## config.mk

```make
export PLATFORM = sky130hd
export DESIGN_NAME = ls_stream_sel_sequencer
export DESIGN_NICKNAME = d
export VERILOG_FILES = /design/src/rtl/ls_stream_sel_sequencer.sv
export SDC_FILE = /design/constraint.sdc
export NUM_CORES = 1
export LEC_CHECK = 0
export CAP_MARGIN = 5
export CORE_MARGIN = 2
export CORE_UTILIZATION = 55
export CTS_BUF_LIST = sky130_fd_sc_hd__clkbuf_8
export DETAILED_ROUTE_END_ITERATION = 10
export PLACE_DENSITY = 0.76
export SETUP_SLACK_MARGIN = 0.1
export SLEW_MARGIN = 20
export SYNTH_ARGS = -nofsm -noshare
export SYNTH_HDL_FRONTEND = slang
export SYNTH_SLANG_ARGS = --single-unit
```

## constraint.sdc

```tcl
create_clock -name clk_i -period 25.7 [get_ports clk_i]
set_input_delay 6.425 -clock clk_i [delete_from_list [all_inputs] [get_ports clk_i]]
set_output_delay 6.425 -clock clk_i [all_outputs]
set_load 0.005 [all_outputs]
```

## src/rtl/ls_stream_sel_sequencer.sv

```systemverilog
// Kernel-memory table of load/store stream selects with a step-driven address sequencer; select outputs registered.
// Latency: selects reflect the newly addressed entry on the same edge as start/step; no backpressure (step is a pulse).
// Optional STREAM_SEL_SHADOW_EN: shadow table takes writes in RUN, copied to the active table on start.
module ls_stream_sel_sequencer #(
    parameter int N_GROUPS   = 4,
    parameter int N_BANKS    = 4,
    parameter int KMEM_DEPTH = 8,
    parameter int L_SEL_W    = 2,
    parameter int S_SEL_W    = 2,
    parameter int ITER_W     = 8,
    parameter int ADDR_W     = (KMEM_DEPTH > 1) ? $clog2(KMEM_DEPTH) : 1,
    parameter int GW         = (N_GROUPS > 1) ? $clog2(N_GROUPS) : 1,
    parameter int BW         = (N_BANKS > 1) ? $clog2(N_BANKS) : 1
) (
    input  logic                                clk_i,
    input  logic                                rst_i,
    input  logic                                cfg_we_i,
    input  logic [GW-1:0]                       cfg_group_i,
    input  logic [BW-1:0]                       cfg_bank_i,
    input  logic [ADDR_W-1:0]                   cfg_addr_i,
    input  logic [L_SEL_W-1:0]                  cfg_l_sel_i,
    input  logic [S_SEL_W-1:0]                  cfg_s_sel_i,
    output logic                                cfg_err_o,
    input  logic                                start_i,
    input  logic                                abort_i,
    input  logic [ADDR_W-1:0]                   n_last_i,
    input  logic [ITER_W-1:0]                   n_iter_i,
    input  logic                                step_i,
    output logic                                busy_o,
    output logic                                done_o,
    output logic [ADDR_W-1:0]                   cur_addr_o,
    output logic [N_GROUPS*N_BANKS*L_SEL_W-1:0] l_stream_sel_o,
    output logic [N_GROUPS*N_BANKS*S_SEL_W-1:0] s_stream_sel_o
);
    localparam int NL = N_GROUPS * N_BANKS * L_SEL_W;
    localparam int NS = N_GROUPS * N_BANKS * S_SEL_W;

    typedef enum logic {IDLE, RUN} state_t;

    state_t              state;
    logic [ADDR_W-1:0]   addr, n_last;
    logic [ITER_W-1:0]   iter, n_iter_m1;
    logic [ADDR_W-1:0]   rd_addr, n_last_c;
    logic [NL-1:0]       rd_l;
    logic [NS-1:0]       rd_s;
    logic                in_range, wr_ok, start_fire;

    logic [L_SEL_W-1:0]  act_l [N_GROUPS][N_BANKS][KMEM_DEPTH];
    logic [S_SEL_W-1:0]  act_s [N_GROUPS][N_BANKS][KMEM_DEPTH];
`ifdef STREAM_SEL_SHADOW_EN
    logic [L_SEL_W-1:0]  sh_l  [N_GROUPS][N_BANKS][KMEM_DEPTH];
    logic [S_SEL_W-1:0]  sh_s  [N_GROUPS][N_BANKS][KMEM_DEPTH];
`endif

    assign in_range   = (int'(cfg_group_i) < N_GROUPS) && (int'(cfg_bank_i) < N_BANKS) &&
                        (int'(cfg_addr_i) < KMEM_DEPTH);
`ifdef STREAM_SEL_SHADOW_EN
    assign wr_ok      = cfg_we_i && in_range;
`else
    assign wr_ok      = cfg_we_i && in_range && (state == IDLE);
`endif
    assign start_fire = (state == IDLE) && start_i && !abort_i;
    assign n_last_c   = (int'(n_last_i) > KMEM_DEPTH - 1) ? ADDR_W'(KMEM_DEPTH - 1) : n_last_i;

    // Entry that the next start/step edge will display; wraps to 0 after n_last.
    always_comb begin
        rd_addr = '0;
        if (state == RUN && addr != n_last)
            rd_addr = addr + ADDR_W'(1);
        rd_l = '0;
        rd_s = '0;
        for (int g = 0; g < N_GROUPS; g++) begin
            for (int b = 0; b < N_BANKS; b++) begin
`ifdef STREAM_SEL_SHADOW_EN
                // On the start edge the active copy is not yet updated, so read the shadow directly.
                rd_l[(g*N_BANKS+b)*L_SEL_W +: L_SEL_W] = (state == IDLE) ? sh_l[g][b][rd_addr] : act_l[g][b][rd_addr];
                rd_s[(g*N_BANKS+b)*S_SEL_W +: S_SEL_W] = (state == IDLE) ? sh_s[g][b][rd_addr] : act_s[g][b][rd_addr];
`else
                rd_l[(g*N_BANKS+b)*L_SEL_W +: L_SEL_W] = act_l[g][b][rd_addr];
                rd_s[(g*N_BANKS+b)*S_SEL_W +: S_SEL_W] = act_s[g][b][rd_addr];
`endif
            end
        end
    end

    always_ff @(posedge clk_i or posedge rst_i) begin
        if (rst_i) begin
            for (int g = 0; g < N_GROUPS; g++)
                for (int b = 0; b < N_BANKS; b++)
                    for (int a = 0; a < KMEM_DEPTH; a++) begin
                        act_l[g][b][a] <= '0;
                        act_s[g][b][a] <= '0;
`ifdef STREAM_SEL_SHADOW_EN
                        sh_l[g][b][a]  <= '0;
                        sh_s[g][b][a]  <= '0;
`endif
                    end
            cfg_err_o <= 1'b0;
        end else begin
            cfg_err_o <= cfg_we_i && !wr_ok;
`ifdef STREAM_SEL_SHADOW_EN
            if (start_fire) begin
                act_l <= sh_l;
                act_s <= sh_s;
            end
            if (wr_ok) begin
                sh_l[cfg_group_i][cfg_bank_i][cfg_addr_i] <= cfg_l_sel_i;
                sh_s[cfg_group_i][cfg_bank_i][cfg_addr_i] <= cfg_s_sel_i;
            end
`else
            if (wr_ok) begin
                act_l[cfg_group_i][cfg_bank_i][cfg_addr_i] <= cfg_l_sel_i;
                act_s[cfg_group_i][cfg_bank_i][cfg_addr_i] <= cfg_s_sel_i;
            end
`endif
        end
    end

    always_ff @(posedge clk_i or posedge rst_i) begin
        if (rst_i) begin
            state          <= IDLE;
            addr           <= '0;
            iter           <= '0;
            n_last         <= '0;
            n_iter_m1      <= '0;
            busy_o         <= 1'b0;
            done_o         <= 1'b0;
            l_stream_sel_o <= '0;
            s_stream_sel_o <= '0;
        end else begin
            done_o <= 1'b0;
            case (state)
                IDLE: begin
                    if (start_fire) begin
                        state          <= RUN;
                        busy_o         <= 1'b1;
                        addr           <= '0;
                        iter           <= '0;
                        n_last         <= n_last_c;
                        n_iter_m1      <= (n_iter_i == '0) ? '0 : n_iter_i - ITER_W'(1);
                        l_stream_sel_o <= rd_l;
                        s_stream_sel_o <= rd_s;
                    end
                end
                RUN: begin
                    if (abort_i || (step_i && addr == n_last && iter == n_iter_m1)) begin
                        state          <= IDLE;
                        busy_o         <= 1'b0;
                        done_o         <= !abort_i;
                        addr           <= '0;
                        iter           <= '0;
                        l_stream_sel_o <= '0;
                        s_stream_sel_o <= '0;
                    end else if (step_i) begin
                        if (addr == n_last)
                            iter <= iter + ITER_W'(1);
                        addr           <= rd_addr;
                        l_stream_sel_o <= rd_l;
                        s_stream_sel_o <= rd_s;
                    end
                end
                default: state <= IDLE;
            endcase
        end
    end

    assign cur_addr_o = addr;

endmodule

```

==> impl_metrics.csv <==
group,metric,value,unit
run_status,status,"finished, final reports clean",
die,die_h,231.1,um
grt,grt_pass1_vias,20490,
die,start_util,0.5539,
worst_setup_path,crit_path_frequent_cell,"buf_4",
sta,drv_slew,0,
pwr,ir_worst_vdd,39.82,uV
run,maxCapViolCount,0,
pwr,p_leak,13.88,nW
cts,root_buffer,"clkbuf_8",
placed_design,io_buffers,97,
cts,numClockSinks,602,
cells_and_area,fillers,3934,
worst_setup_path,start_kind,"input port",
cells_and_area,syn_to_final_growth,11.16,%
synth,yosysTopAreaCell,"dfrtp_1",
route,first_pass_iters,5,
cts,post_cts_resized,0,
route,drc,0,
synth,yosysWarnings,0,
worst_setup_path,critical_path.cell_chain,"clkdlybuf4s50_1, nand2b_1, o22ai_4, buf_4, buf_4, nand2_1, o2111a_1, o22ai_2",
worst_setup_path,required,26.30,ns
route,ant_nets,0,
worst_setup_path,critical_path.max_fanout,70,
sta,fin_setup_tns,0,ns
sta,post-route-period-util,0.3479,
sta,fmax,0.1118,GHz
route,vias_per_cell,6.355,
sta,maxSlewHeadroom,0.1845,
synth,syn_area,0.02836,mm^2
sta,worst_pin_slew,1.219,ns
grt,gr-usage-all-layers,0.2852,
worst_setup_path,path_class,"input port to flip-flop",
cells_and_area,nets,2331,
sta,holdWs,0.4857,ns
cts,post_cts_buffers,0,
grt,grt_pass1_wl,118.0,mm
cts,clk_path_buf_depth,3,
cts,cts_tree,"built",
die,io_pins,98,
grt,grt_start_max_net_pins,190,
synth,synth_seq_cells,602,
placed_design,dpl.hpwl,44.52,mm
route,post_drt_wl_per_cell,24.51,um
route,drtIter0Drc,1515,
sta,final.min_clock_period,8.941,ns
die,die_w,231.1,um
hold_path,min_path_type,"flip-flop to flip-flop",
cells_and_area,drive_above_1_share,0.3121,
sta,fin_skew,0.03512,ns
cts,path_clk_slew,0.06,ns
route,vias,19400,
synth,ys.flop_type,"dfrtp_1",
synth,synthArstFlopShare,1.000,
placed_design,gp_congestion,0.8397,
synth,synthDistinctLibCells,62,
pwr,power_density,67.99,mW/mm^2
worst_setup_path,crit_path_max_incr_delay,0.72,ns
die,die_area,0.05340,mm^2
sta,rsz0062_at_grt,"no",
grt,grt_antenna_before_repair,2,
worst_setup_path,crit_path_end_kind,"flip-flop",
synth,syn_nets,2289,
grt,gr-total-overflow,0,
synth,synth_edf_count,0,
worst_setup_path,crit_arrival,9.54,ns
synth,netlist_instances,2257,
cts,numCtsBuffers,97,
synth,yosysSeqAreaShare,0.5312,
cts,cts_hold_buf,0,
worst_setup_path,slowest_stage,"buf_4",
cts,cts_max_level,3,
synth,netlist.area_leader.share,0.5312,
die,rows,83,
die,core-area,0.05120,mm^2
sta,setup_viol,0,
sta,hold_viol,0,
route,routed_wirelength,74.80,mm
cts,clock_latency,0.69,ns
synth,yosys-top-cells-area,"dfrtp_1, mux2_2, mux2i_1",
synth,syn_avg_cell_area,12.57,um^2
==> per-layer routing <==
| metal | track usage | wire length (um) | part of all wire |
|---|---|---|---|
| met5 | 0 | 13 | 0.00017 |
| met3 | 0.04774 | 4944 | 0.066 |
| met1 | 0.3966 | 32350 | 0.43 |
| met4 | 0.1073 | 2179 | 0.029 |
| met2 | 0.4524 | 35310 | 0.47 |
==> cells in the final DEF, fill, tap and decap left out, types with 4 or more instances in the layout <==
| master | n |
|---|---|
| xor2_1 | 5 |
| nor2_1 | 69 |
| a21oi_1 | 68 |
| nor2_2 | 11 |
| nor3_1 | 6 |
| inv_1 | 46 |
| and2_1 | 6 |
| mux2i_1 | 126 |
| o2111a_1 | 63 |
| nand2_1 | 234 |
| o221ai_1 | 63 |
| clkinv_2 | 5 |
| nor2b_1 | 5 |
| clkdlybuf4s50_1 | 93 |
| nand3_1 | 7 |
| nand2b_1 | 4 |
| buf_4 | 22 |
| mux2_1 | 30 |
| nand4_1 | 68 |
| dfrtp_1 | 601 |
| clkbuf_8 | 123 |
| xnor2_1 | 17 |
| ha_1 | 4 |
| o22ai_2 | 60 |
| o21ai_0 | 78 |
| or3_1 | 5 |
| mux2_2 | 483 |
| and2_0 | 4 |
==> state kept, by name, summed over array words and instances (netlist names) <==
register and flops:
iter 8, n_last 3, done_o 1, l_stream_sel_o 32, cfg_err_o 1, act_s 256, act_l 256, n_iter_m1 8
s_stream_sel_o 32, cur_addr_o 3, busy_o 1, state 1
==> cells in the mapped netlist (5+ instances only) <==
cell type,count
nor2_2,10
o22ai_2,60
buf_1,8
a21oi_1,68
buf_8,5
nor3_1,8
buf_2,36
xor2_1,6
dfrtp_1,602
nand2_1,234
or3_1,5
mux2i_1,126
o2111a_1,63
and2_1,6
xnor2_1,17
mux2_2,483
nor2b_1,5
nor2_1,71
nand3_1,8
inv_1,9
o221ai_1,63
buf_12,7
o21ai_0,78
clkbuf_1,115
nand4_1,68
mux2_1,30
==> power breakdown <==
group          switching [W]  internal [W]
sequential         0.0000410       0.00101
combinational       0.000164      0.000110
clock               0.000379      0.000438
total               0.000583       0.00156
==> stage by stage <==
stage / utilization / std cells / area [um^2] / setup slack (ns) / power [W]
6_report: 0.6158 / 3052 / 31530 / 16.76 / 0.002144
2_1_floorplan: - / 2257 / 28360 / 2.423 / 0.001252
4_1_cts: 0.6150 / 3050 / 31490 / 16.88 / 0.002153
3_3_place_gp: 0.5773 / 2879 / 29560 / 16.26 / 0.001326
3_5_place_dp: 0.5773 / 2879 / 29560 / 16.16 / 0.001340
5_1_grt: 0.6158 / 3052 / 31530 / 16.58 / 0.002226
==> logic make-up after synthesis <==
group / after synthesis / synth area share
simple gates: 444 / 0.07248
mux: 640 / 0.2490
fa+ha+maj: 4 / 0.001765
compound gates: 355 / 0.1037
flops: 602 / 0.5312
buf+inv: 187 / 0.03370
xor+xnor: 25 / 0.008250
==> layout make-up <==
type	instances	area, um^2	share of cell area
Sequential cell	602	15070	0.4780
Antenna cell	1	2.502	0.00007938
Timing Repair Buffer	121	1206	0.03826
Multi-Input combinational cell	1468	12430	0.3942
Clock buffer	123	1693	0.05370
Clock inverter	48	236.5	0.007501
Inverter	9	41.29	0.001310
Tap cell	680	850.8	0.02699
==> final timing paths <==
check                                           from                       endpoint  slack, ns  depth (start not counted)
setup / recovery                             abort_i  l_stream_sel_o[1]$_DFFE_PP0P_      16.76                          8
hold / removal                act_s[212]$_DFFE_PP0P_         act_s[212]$_DFFE_PP0P_       0.49                          1
setup reg to reg           cur_addr_o[0]$_DFFE_PP0P_  s_stream_sel_o[4]$_DFFE_PP0P_      21.66                          8
hold reg to reg               act_s[212]$_DFFE_PP0P_         act_s[212]$_DFFE_PP0P_       0.49                          1
max in group asynchronous                      rst_i         act_l[141]$_DFFE_PP0P_      17.81                          4
min in group asynchronous                      rst_i         act_s[195]$_DFFE_PP0P_       6.37                          2
==> worst max-delay path: cells and delay by family <==
| kind | cells | cell delay, ns |
|---|---|---|
| AO/OA/AOI/OAI | 3 | 0.54 |
| buffers and inverters | 3 | 1.86 |
| AND/OR/NAND/NOR | 2 | 0.51 |
Note: power is estimated with default switching activity, not from simulation.
